===== src/rtl/priority_decoder_seq.sv =====
// Buffered binary-to-one-hot decoder: codes arrive over valid/ready into a small FIFO
// and each one is replayed as a registered one-hot pattern held for HOLD cycles.
module priority_decoder_seq #(
  parameter int N_OUT  = 8,
  parameter int W_CODE = $clog2(N_OUT),
  parameter int DEPTH  = 4,
  parameter int HOLD   = 2
) (
  input  logic                     clk,
  input  logic                     rst,
  input  logic [W_CODE-1:0]        code_in,
  input  logic                     code_valid,
  output logic                     code_ready,
  output logic [N_OUT-1:0]         y,
  output logic                     y_valid,
  output logic [$clog2(DEPTH):0]   fifo_count,
  output logic                     err
);

  localparam int AW = $clog2(DEPTH);
  localparam int CW = AW + 1;
  localparam int HW = (HOLD > 1) ? $clog2(HOLD) : 1;
  localparam logic [W_CODE:0] N_LIM = (W_CODE+1)'(N_OUT);

  typedef enum logic {IDLE, DRIVE} state_t;

  logic [W_CODE-1:0] r_mem [DEPTH];
  logic [AW-1:0]     r_wptr;
  logic [AW-1:0]     r_rptr;
  logic [CW-1:0]     r_count;
  state_t            r_state;
  logic [HW-1:0]     r_hold;
  logic [N_OUT-1:0]  r_y;
  logic              r_y_valid;
  logic              r_err;

  state_t            w_next_state;
  logic              w_push;
  logic              w_pop;
  logic              w_nonempty;
  logic [W_CODE-1:0] w_head;
  logic              w_head_ok;
  logic [N_OUT-1:0]  w_dec;
  logic [N_OUT-1:0]  w_y_nxt;
  logic [HW-1:0]     w_hold_nxt;
  logic              w_err_nxt;

  assign code_ready = (r_count != CW'(DEPTH));
  assign w_push     = code_valid && code_ready;
  assign w_nonempty = (r_count != '0);
  assign w_head     = r_mem[r_rptr];
  assign w_head_ok  = ({1'b0, w_head} < N_LIM);
  assign w_dec      = {{(N_OUT-1){1'b0}}, 1'b1} << w_head;

  // FIFO storage; pointers wrap naturally because DEPTH is a power of two
  always_ff @(posedge clk) begin
    if (rst) begin
      r_wptr  <= '0;
      r_rptr  <= '0;
      r_count <= '0;
    end else begin
      if (w_push) begin
        r_mem[r_wptr] <= code_in;
        r_wptr        <= r_wptr + 1'b1;
      end
      if (w_pop) begin
        r_rptr <= r_rptr + 1'b1;
      end
      case ({w_push, w_pop})
        2'b10:   r_count <= r_count + 1'b1;
        2'b01:   r_count <= r_count - 1'b1;
        default: r_count <= r_count;
      endcase
    end
  end

  always_ff @(posedge clk) begin
    if (rst) begin
      r_state   <= IDLE;
      r_hold    <= '0;
      r_y       <= '0;
      r_y_valid <= 1'b0;
      r_err     <= 1'b0;
    end else begin
      r_state   <= w_next_state;
      r_hold    <= w_hold_nxt;
      r_y       <= w_y_nxt;
      r_y_valid <= |w_y_nxt;
      r_err     <= w_err_nxt;
    end
  end

  always_comb begin
    w_next_state = r_state;
    case (r_state)
      IDLE: begin
        if (w_nonempty && w_head_ok) begin
          w_next_state = DRIVE;
        end
      end
      DRIVE: begin
        if (r_hold == '0) begin
          w_next_state = (w_nonempty && w_head_ok) ? DRIVE : IDLE;
        end
      end
      default: w_next_state = IDLE;
    endcase
  end

  // Pop decision lives here so a pattern ending with data queued reloads on the same edge
  always_comb begin
    w_pop      = 1'b0;
    w_y_nxt    = r_y;
    w_hold_nxt = r_hold;
    w_err_nxt  = 1'b0;
    case (r_state)
      IDLE: begin
        w_y_nxt = '0;
        if (w_nonempty) begin
          w_pop = 1'b1;
          if (w_head_ok) begin
            w_y_nxt    = w_dec;
            w_hold_nxt = HW'(HOLD - 1);
          end else begin
            w_err_nxt = 1'b1;
          end
        end
      end
      DRIVE: begin
        if (r_hold != '0) begin
          w_hold_nxt = r_hold - 1'b1;
        end else if (w_nonempty) begin
          w_pop = 1'b1;
          if (w_head_ok) begin
            w_y_nxt    = w_dec;
            w_hold_nxt = HW'(HOLD - 1);
          end else begin
            w_y_nxt   = '0;
            w_err_nxt = 1'b1;
          end
        end else begin
          w_y_nxt = '0;
        end
      end
      default: begin
        w_y_nxt = '0;
      end
    endcase
  end

  assign y          = r_y;
  assign y_valid    = r_y_valid;
  assign err        = r_err;
  assign fifo_count = r_count;

endmodule

===== config.mk =====
export PLATFORM = sky130hd
export DESIGN_NAME = priority_decoder_seq
export DESIGN_NICKNAME = d
export VERILOG_FILES = /design/src/rtl/priority_decoder_seq.sv
export SDC_FILE = /design/constraint.sdc
export NUM_CORES = 1
export LEC_CHECK = 0
export CAP_MARGIN = 20
export CELL_PAD_IN_SITES_DETAIL_PLACEMENT = 1
export CELL_PAD_IN_SITES_GLOBAL_PLACEMENT = 1
export CORE_UTILIZATION = 42
export DETAILED_ROUTE_END_ITERATION = 8
export GPL_TIMING_DRIVEN = 1
export PLACE_DENSITY = 0.88
export SKIP_CTS_REPAIR_TIMING = 1
export SYNTH_ARGS = -nofsm -noshare
export SYNTH_HDL_FRONTEND = slang
export SYNTH_SLANG_ARGS = --single-unit

===== constraint.sdc =====
create_clock -name clk -period 6.3 [get_ports clk]
set_clock_uncertainty 0.15 [all_clocks]
set_input_delay 0.63 -clock clk [delete_from_list [all_inputs] [get_ports clk]]
set_output_delay 0.63 -clock clk [all_outputs]
set_load 0.05 [all_outputs]

==> out/results.ini <==
[grt]
use_met2_pct=32.7
grt_usage_pct=17.6
grt_busiest_layer=met2
met1_usage_pct=17.8
grt_overflow_total=0
antenna_found_initial=0
grt_max_degree=14
grt_pass1_wl_um=4280
use_met3_pct=5.13
grt_pass1_vias=994

[drt]
viasPerCell=5.09
vias=906
dr.pass1.iters=3
drtAntennaViolNets=0
wl_per_cell_um=14.2
drtIter0Drc=17
drc=0
finalWirelength_um=2530

[place]
hpwl_um=1990
gp_congestion=0.792
dpl_worst_slack_ns=3.65
place_area_mm2=0.00155
port-buffer-count=18

[cts]
ctsRootBufferMaster=clkbuf_4
clkTransAtPathRegs_ns=0.10
clk_path_buf_depth=2
cts.sinks=32
cts_tree=yes
worstSkewPairLatency_ns=0.33
numCtsBuffers=5
htree_levels=2

[pwr]
leakagePower_nw=0.612
p_sw_share_pct=36.0
clockPowerShare_pct=24.5
p_sw_uw=254
combPwrFrac_pct=35.0
vdd_ir_drop_max_mv=0.205
pwr-share-seq_pct=40.5
p_per_area_mw_per_mm2=430
p_int_uw=451

[yosys]
synth-edff-count=12
synth_xor_area_share_pct=1.32
synth_top_area_share_pct=30.2
synth_mux_area_share_pct=5.10
synth_cells=111
yosys_most_used_dff=dfxtp_1
synth_area_mm2=0.00133
yosysSeqAreaShare_pct=57.4
yosys-top-cells-area=dfxtp_1, edfxtp_1, mux4_2, ha_1, a21oi_1
async_reset_ff_share_pct=0
yosys.area_share.simple_pct=14.0
synth_fa_ha_area_share_pct=6.23
yosysTopAreaCell=dfxtp_1
synth_area_per_cell_um2=11.9
synth_compound_gate_area_share_pct=11.7
ys_types=29
ys_seq_elements=32
yosysWarnings=0
synth_top_family_by_area=simple AND/OR/NAND/NOR gates
syn-num-nets=123

[cells_and_area]
fillers=315
finalNetCount=145
diodes=0
drive_gt1_share_pct=12.7
final_cell_area_mm2=0.00164
syn_to_final_growth_pct=23.8

[timing]
fmax_ghz=0.350
tightest_slew_ns=0.545
holdWs_ns=0.334
rsz0062_at_grt=false
fin_ws_ns=3.44
period_minus_slack_ns=2.86
setup_viol_count_final=0
finalCritPeriodShare_pct=45.3
maxSlewHeadroom_pct=63.5
setup_tns_ns=0
slew_violations=0
hold_viol=0

[critical_path]
crit_path_max_incr_delay_ns=0.73
worstPathMaxFanout=6
start_kind=flop
worstSetupPathType=reg -> out
cp.arrival_ns=2.08
cp_cell_sequence=nor3b_1 > inv_1 > clkdlybuf4s50_1
crit_family=buffers and inverters
path_buf_inv=2
worst_setup_path_end_kind=output pin
slowest_stage=clkdlybuf4s50_1
worstPathRequired_ns=5.52

[run]
maxCapViolations=0

[worst_hold_path]
hold_path.class=reg -> reg

[die]
die_w_um=58.2
row_count=20
coreArea_mm2=0.00303
chipHeight_um=58.2
io_pins=20
dieArea_mm2=0.00338
start_util_pct=43.8

[outcome]
run_status=finished, final reports clean

## cell usage in the layout (no fill, tap or decap), types with 3 or more instances in the layout
cell type	instances
a21oi_1	9
a32o_2	4
and2_1	5
clkbuf_4	5
clkdlybuf4s50_1	18
dfxtp_1	20
edfxtp_1	12
ha_1	5
inv_1	10
mux4_2	3
nand2_1	6
nand3_1	5
nor2_1	4
o21ai_0	4
o31ai_1	5
## sequential cells by signal, summed over array words and instances (netlist names), named ones only
name        count
r_mem          12
y               8
r_wptr          2
r_hold          1
r_state         1
y_valid         1
r_rptr          2
fifo_count      3
## worst paths after layout
check	from	end	slack [ns]	depth (start not counted)
max	fifo_count[2]	code_ready	3.44	3
max reg2reg	fifo_count[2]	fifo_count[2]	3.73	9
min reg2reg	y[5]	y[5]	0.33	2
min	y[5]	y[5]	0.33	2
## tightest hold or removal path, delay by kind of cell, from the launching register on
family	cells	cell delay [ns]
simple gates	1	0.06
compound gates	1	0.05
flops	1	0.33
## kinds of logic (layout without fill, tap and decap cells)
logic type / count (synthesis) / count (layout)
AO/OA/AOI/OAI: 23 / 23
multiplexers: 3 / 3
flip-flops: 32 / 32
XOR/XNOR: 2 / 2
other: 1 / 1
adder cells (fa/ha/maj): 6 / 6
buffers and inverters: 13 / 36
AND/OR/NAND/NOR: 31 / 31
## metal layers
layer	up-vias	wire, um
met5	-	0
met4	0	64
met3	6	87
met2	22	1340
met1	437	1030
li1	441	-
## area by class of cell
| class | instances | area (um^2) | share of cell area, % |
|---|---|---|---|
| clock buffers | 7 | 65.1 | 3.97 |
| clock inverters | 1 | 30.0 | 1.83 |
| inverters | 10 | 37.5 | 2.29 |
| multi-input cells | 66 | 512 | 31.2 |
| flip-flops and latches | 32 | 761 | 46.4 |
| well taps | 44 | 55.1 | 3.36 |
| repair buffers | 18 | 180 | 11.0 |
## cell usage after synthesis, drive strengths merged (2+ instances only)
master  instances
nand3           5
xor2            2
nor4            3
nor2            4
nand2           6
ha              5
buf             2
o21ai           4
edfxtp         12
and2            6
dfxtp          20
a32o            4
o31ai           5
a21oi           9
mux4            3
or3             2
nor3            2
inv            10
## per-stage QoR
step	utilization, %	cells	total power, mW
detailed placement	51.0	170	0.539
finish	54.2	178	0.705
CTS	54.2	178	0.713
global route	54.2	178	0.745
global placement	51.0	170	0.525
floorplan	-	111	0.466
## power by group through the flow
stage	logic (mW)	registers (mW)	clock network (mW)
2_1_floorplan	0.133	0.333	0
3_3_place_gp	0.238	0.287	0
3_5_place_dp	0.248	0.291	0
4_1_cts	0.250	0.286	0.177
5_1_grt	0.268	0.291	0.186
6_report	0.247	0.285	0.173
(Power assumes the default switching activity.)
==> RTL edit 1: new RTL, config.mk and constraints unchanged <==
The parameter `HOLD` goes from 2 to 1.
--- a/src/rtl/priority_decoder_seq.sv
+++ b/src/rtl/priority_decoder_seq.sv
@@ -6,3 +6,3 @@
   parameter int DEPTH  = 4,
-  parameter int HOLD   = 2
+  parameter int HOLD   = 1
 ) (
Function: changed (a bounded check fails within 4 cycles, from zero or initial values and one cycle with rst high).
==> RTL edit 1 against the unedited design <==
  * Area after synthesis decreased by 12%
  * Sequential cell count down 2
  * Cell area is 13% lower
  * Wire length shrank 10%
  * Setup slack gained 23 ps
  * Via count decreased by 14%
  * Sequential share of layout area increased by 4.4 points
  * Power decreased by 16%
  * Largest cell class unchanged
==> RTL edit 1: results (changes against the unedited design) <==
outcome -> complete, no violations
first-pass GRT wire length -> 3820 µm (-11%)
via/cell ratio -> 5.22 (+2.6%)
clk buf depth -> 2 (unchanged)
latest clock arrival within the worst-skew pair -> 320 ps
LEAKAGE -> 0.528 nW (-14%)
EDFF count, synth -> 12 (unchanged)
Unique masters post-synth -> 29 (unchanged)
post-DP HPWL -> 1710 µm (-14%)
I/O Buffers -> 18 (unchanged)
share of post-route cells with drive strength above 1 -> 5.88% (-6.8 points)
Post-Synth Adder-Cell Area -> 5.98% (-0.26 points)
mux share of post-synthesis cell area -> 6.40% (+1.3 points)
gr usage total -> 19.2% (+1.7 points)
largest net degree at the start of global routing -> 12 (-2)
Pre-antenna DRT Iters -> 4 (+1)
cts bufs inserted -> 5 (unchanged)
hold path startpoint -> r_wptr[1]$_SDFFE_PP0P_
Largest register FFs -> 12 (unchanged)
Fillers -> 287 (-8.9%)
Critical Path Source -> fifo_count[2]$_SDFFE_PP0P_
nets -> 129 (-11%)
Slew HR -> 66.4% (+2.8 points)
arrival time at the worst endpoint -> 2050 ps (-30 ps)
async set or reset register ratio after synthesis -> 0% (unchanged)
Syn Nets -> 108 (-12%)
sequential share of the synthesized area -> 61.5% (+4.1 points)
H-tree levels -> 2 (unchanged)
top area cells in the synthesized netlist -> dfxtp_1, edfxtp_1, mux4_1, ha_1, nor2_1
clk root buf -> clkbuf_4
number of global-route vias before repair -> 851 (-14%)
YS warnings -> 0 (unchanged)
worst hold path type -> register to register
Compound-Gate Fraction of Synth Area -> 7.68% (-4.0 points)
WL/cell -> 15.3 µm (+7.4%)
Post-synth top cells -> dfxtp_1, edfxtp_1, nor2_1
Clock transition at path regs -> 90 ps
maximum vdd drop -> 0.000264 V (+29%)
Synth Area in XOR/XNOR -> 1.49% (+0.17 points)
# diodes -> 0 (unchanged)
CP Max Fanout -> 7 (+1)
FF-to-FF Start -> fifo_count[0]$_SDFFE_PP0P_
gpl congestion -> 0.698 (-12%)
initial antenna violation count -> 0 (unchanged)
initial DRC count -> 11 (-6)
## RTL edit 1: cells by family after synthesis
| family | Yosys count |
|---|---|
| AOI/OAI and AO/OA | 15 |
| DFF | 30 |
| buffers and inverters | 12 |
| xor gates and xnor gates | 2 |
| and+or+nand+nor | 29 |
| muxes | 3 |
| other | 1 |
| adders and majority gates | 5 |
## RTL edit 1: worst max-delay path, stage by stage (launching register included)
cell             delay, ps
dfxtp_1                440
nor3b_1                420
inv_1                  140
clkdlybuf4s50_1        730
## RTL edit 1: layout make-up
type | count | share of cell area [%]
clock buffers | 5 | 2.64
repair buffers | 18 | 12.7
well taps | 30 | 2.64
flip-flops and latches | 30 | 50.7
multi-input cells | 55 | 28.4
clock inverters | 3 | 0.793
inverters | 8 | 2.11
## RTL edit 1: stage by stage
| step | power [mW] | instances | cell area (µm²) | worst slack (ps) |
|---|---|---|---|---|
| floorplan | 0.425 | 97 | 1170 | 4160 |
| global placement | 0.479 | 141 | 1370 | 3890 |
| detailed placement | 0.494 | 141 | 1370 | 3750 |
| CTS | 0.595 | 149 | 1420 | 3470 |
| global route | 0.628 | 149 | 1420 | 3330 |
| finish | 0.589 | 149 | 1420 | 3470 |
## RTL edit 1: where the power goes
part | switching (mW) | internal (mW) | leakage (nW)
clock network | 0.0619 | 0.0397 | 0.0277
registers | 0.0295 | 0.234 | 0.256
logic | 0.138 | 0.0867 | 0.244
total | 0.229 | 0.360 | 0.528
## RTL edit 1: final timing paths
| check | endpoint | slack (ps) | cells after the start |
|---|---|---|---|
| worst max-delay path | code_ready | 3470 | 3 |
| worst min-delay path | r_wptr[1]$_SDFFE_PP0P_ | 400 | 2 |
| worst max register to register | fifo_count[1]$_SDFFE_PP0P_ | 4320 | 5 |
| worst min register to register | r_wptr[1]$_SDFFE_PP0P_ | 400 | 2 |
## RTL edit 1: per-layer routing
metal | vias to the layer above | track usage, % | wire [µm] | share of wire (%)
li1 | 381 | - | - | -
met1 | 375 | 21.2 | 945 | 42
met2 | 17 | 33.3 | 1210 | 53
met3 | 5 | 5.83 | 94 | 4.1
met4 | 0 | 8.97 | 26 | 1.1
met5 | - | 0 | 0 | 0
==> RTL edit 2: new RTL, same flow settings <==
Made on the original files. Register the output `fifo_count` once more, cleared by the reset; this adds one clock of latency there. The other outputs are not delayed to match.
--- a/src/rtl/priority_decoder_seq.sv
+++ b/src/rtl/priority_decoder_seq.sv
@@ -153,3 +153,9 @@
   assign err        = r_err;
-  assign fifo_count = r_count;
+  always_ff @(posedge clk) begin
+    if (rst) begin
+      fifo_count <= '0;
+    end else begin
+      fifo_count <= r_count;
+    end
+  end
 
Formal check against the unedited RTL: not equivalent (a bounded check fails within 4 cycles, from zero or initial values and one cycle with rst high).
==> RTL edit 2 against the unedited design <==
  * Power shrank 6.2%
  * Sequential cell count grew 3
  * Register-to-register slack lost 20 ps
  * Wire length grew 2.9%
  * Critical path depth is the same
  * Global-route usage shrank 0.065 points
  * Highest routed layer unchanged
  * Setup slack lost 19 ps
  * Clock power shrank 35%
  * Combinational power shrank 2%
  * Area after synthesis grew 5.6%
  * Cell area grew 1.7%
==> RTL edit 2: results (changes against the unedited design) <==
first-pass GRT wire length -> 4350 µm (+1.5%)
DRT Wirelength -> 2600 µm (+2.9%)
Setup WS pre-CTS -> 3650 ps (+3.61 ps)
clk buf depth -> 2 (unchanged)
LEAKAGE -> 0.617 nW (+0.80%)
initial DRC count -> 33 (+16)
via count -> 931 (+2.8%)
Switching Power -> 250 µW (-1.6%)
Unique masters post-synth -> 30 (+3.4%)
Syn Nets -> 129 (+4.9%)
CP Max Fanout -> 6 (unchanged)
Largest register FFs -> 12 (unchanged)
EDFF count, synth -> 12 (unchanged)
Post-synth top cells -> dfxtp_1, edfxtp_1, inv_1
cts bufs inserted -> 5 (unchanged)
sequential share of the synthesized area -> 58.7% (+1.3 points)
total placed instance area -> 1620 µm² (+4.8%)
gpl congestion -> 0.833 (+5.1%)
outcome -> complete, no violations
Cells after DPL -> 176 (+3.5%)
initial antenna violation count -> 0 (unchanged)
H-tree levels -> 2 (unchanged)
maximum vdd drop -> 0.000187 V (-8.8%)
worst hold path type -> register to register
predominant post-synthesis flop cell -> dfxtp_1
# diodes -> 0 (unchanged)
share of post-route cells with drive strength above 1 -> 10.0% (-2.7 points)
Switching Fraction -> 37.7% (+1.7 points)
number of global-route vias before repair -> 989 (-0.50%)
Pre-antenna DRT Iters -> 2 (-1)
Most flops, register -> r_mem
Seq pwr share -> 46.3% (+5.8 points)
share of total power in the clock network -> 17.0% (-7.5 points)
post-DP HPWL -> 2010 µm (+1.5%)
Syn Inst Count -> 117 (+5.4%)
Slew HR -> 58.4% (-5.1 points)
nets -> 151 (+4.1%)
gr usage total -> 17.5% (-0.065 points)
largest net degree at the start of global routing -> 17 (+3)
Clock transition at path regs -> 100 ps (about the same)
YS warnings -> 0 (unchanged)
Fillers -> 350 (+11%)
synthesis-to-layout area growth -> 19.2%
top area cells in the synthesized netlist -> dfxtp_1, edfxtp_1, mux4_2, ha_1, a21oi_1
via/cell ratio -> 5.06 (-0.59%)
## RTL edit 2: changes by cell type in the layout (fill, tap and decap cells not counted)
| cell | before | now |
|---|---|---|
| dfxtp_1 | 20 | 23 |
| clkbuf_1 | 0 | 3 |
| clkbuf_8 | 2 | 0 |
| bufinv_16 | 1 | 0 |
| nor2_1 | 4 | 6 |
| nor2b_1 | 0 | 1 |
## RTL edit 2: worst paths after layout
path	cells past startpoint	from	end	slack, ps
max	3	r_count[2]$_SDFFE_PP0P_	code_ready	3430
min	2	y[7]$_SDFF_PP0_	y[7]$_SDFF_PP0_	330
max reg2reg	9	r_count[2]$_SDFFE_PP0P_	r_count[2]$_SDFFE_PP0P_	3710
min reg2reg	2	y[7]$_SDFF_PP0_	y[7]$_SDFF_PP0_	330
## RTL edit 2: cell families after synthesis
logic type | count (synthesis) | share of synthesized area [%]
XOR/XNOR | 2 | 1.25
AO/OA/AOI/OAI | 23 | 11.1
buffers and inverters | 13 | 3.76
AND/OR/NAND/NOR | 34 | 14.2
adder cells (fa/ha/maj) | 6 | 5.90
other | 1 | 0.268
flip-flops | 35 | 58.7
multiplexers | 3 | 4.83
## RTL edit 2: cell type report
class | count | share of cell area, %
Inverter | 10 | 2.25
Clock buffer | 8 | 2.93
Tap cell | 44 | 3.30
Sequential cell | 35 | 49.2
Timing Repair Buffer | 18 | 10.8
Multi-Input combinational cell | 69 | 31.5
## RTL edit 2: worst max-delay path: stages (launching register included)
cell and delay, ps:
dfxtp_1 430, nor3b_1 440, inv_1 170, clkdlybuf4s50_1 730
## RTL edit 2: metal layers
metal | global-route usage (%) | vias to the layer above | wire length [µm]
met5 | 0 | - | 0
li1 | - | 461 | -
met2 | 32.1 | 19 | 1390
met4 | 11.3 | 0 | 72
met1 | 16.2 | 445 | 1040
met3 | 6.06 | 6 | 91
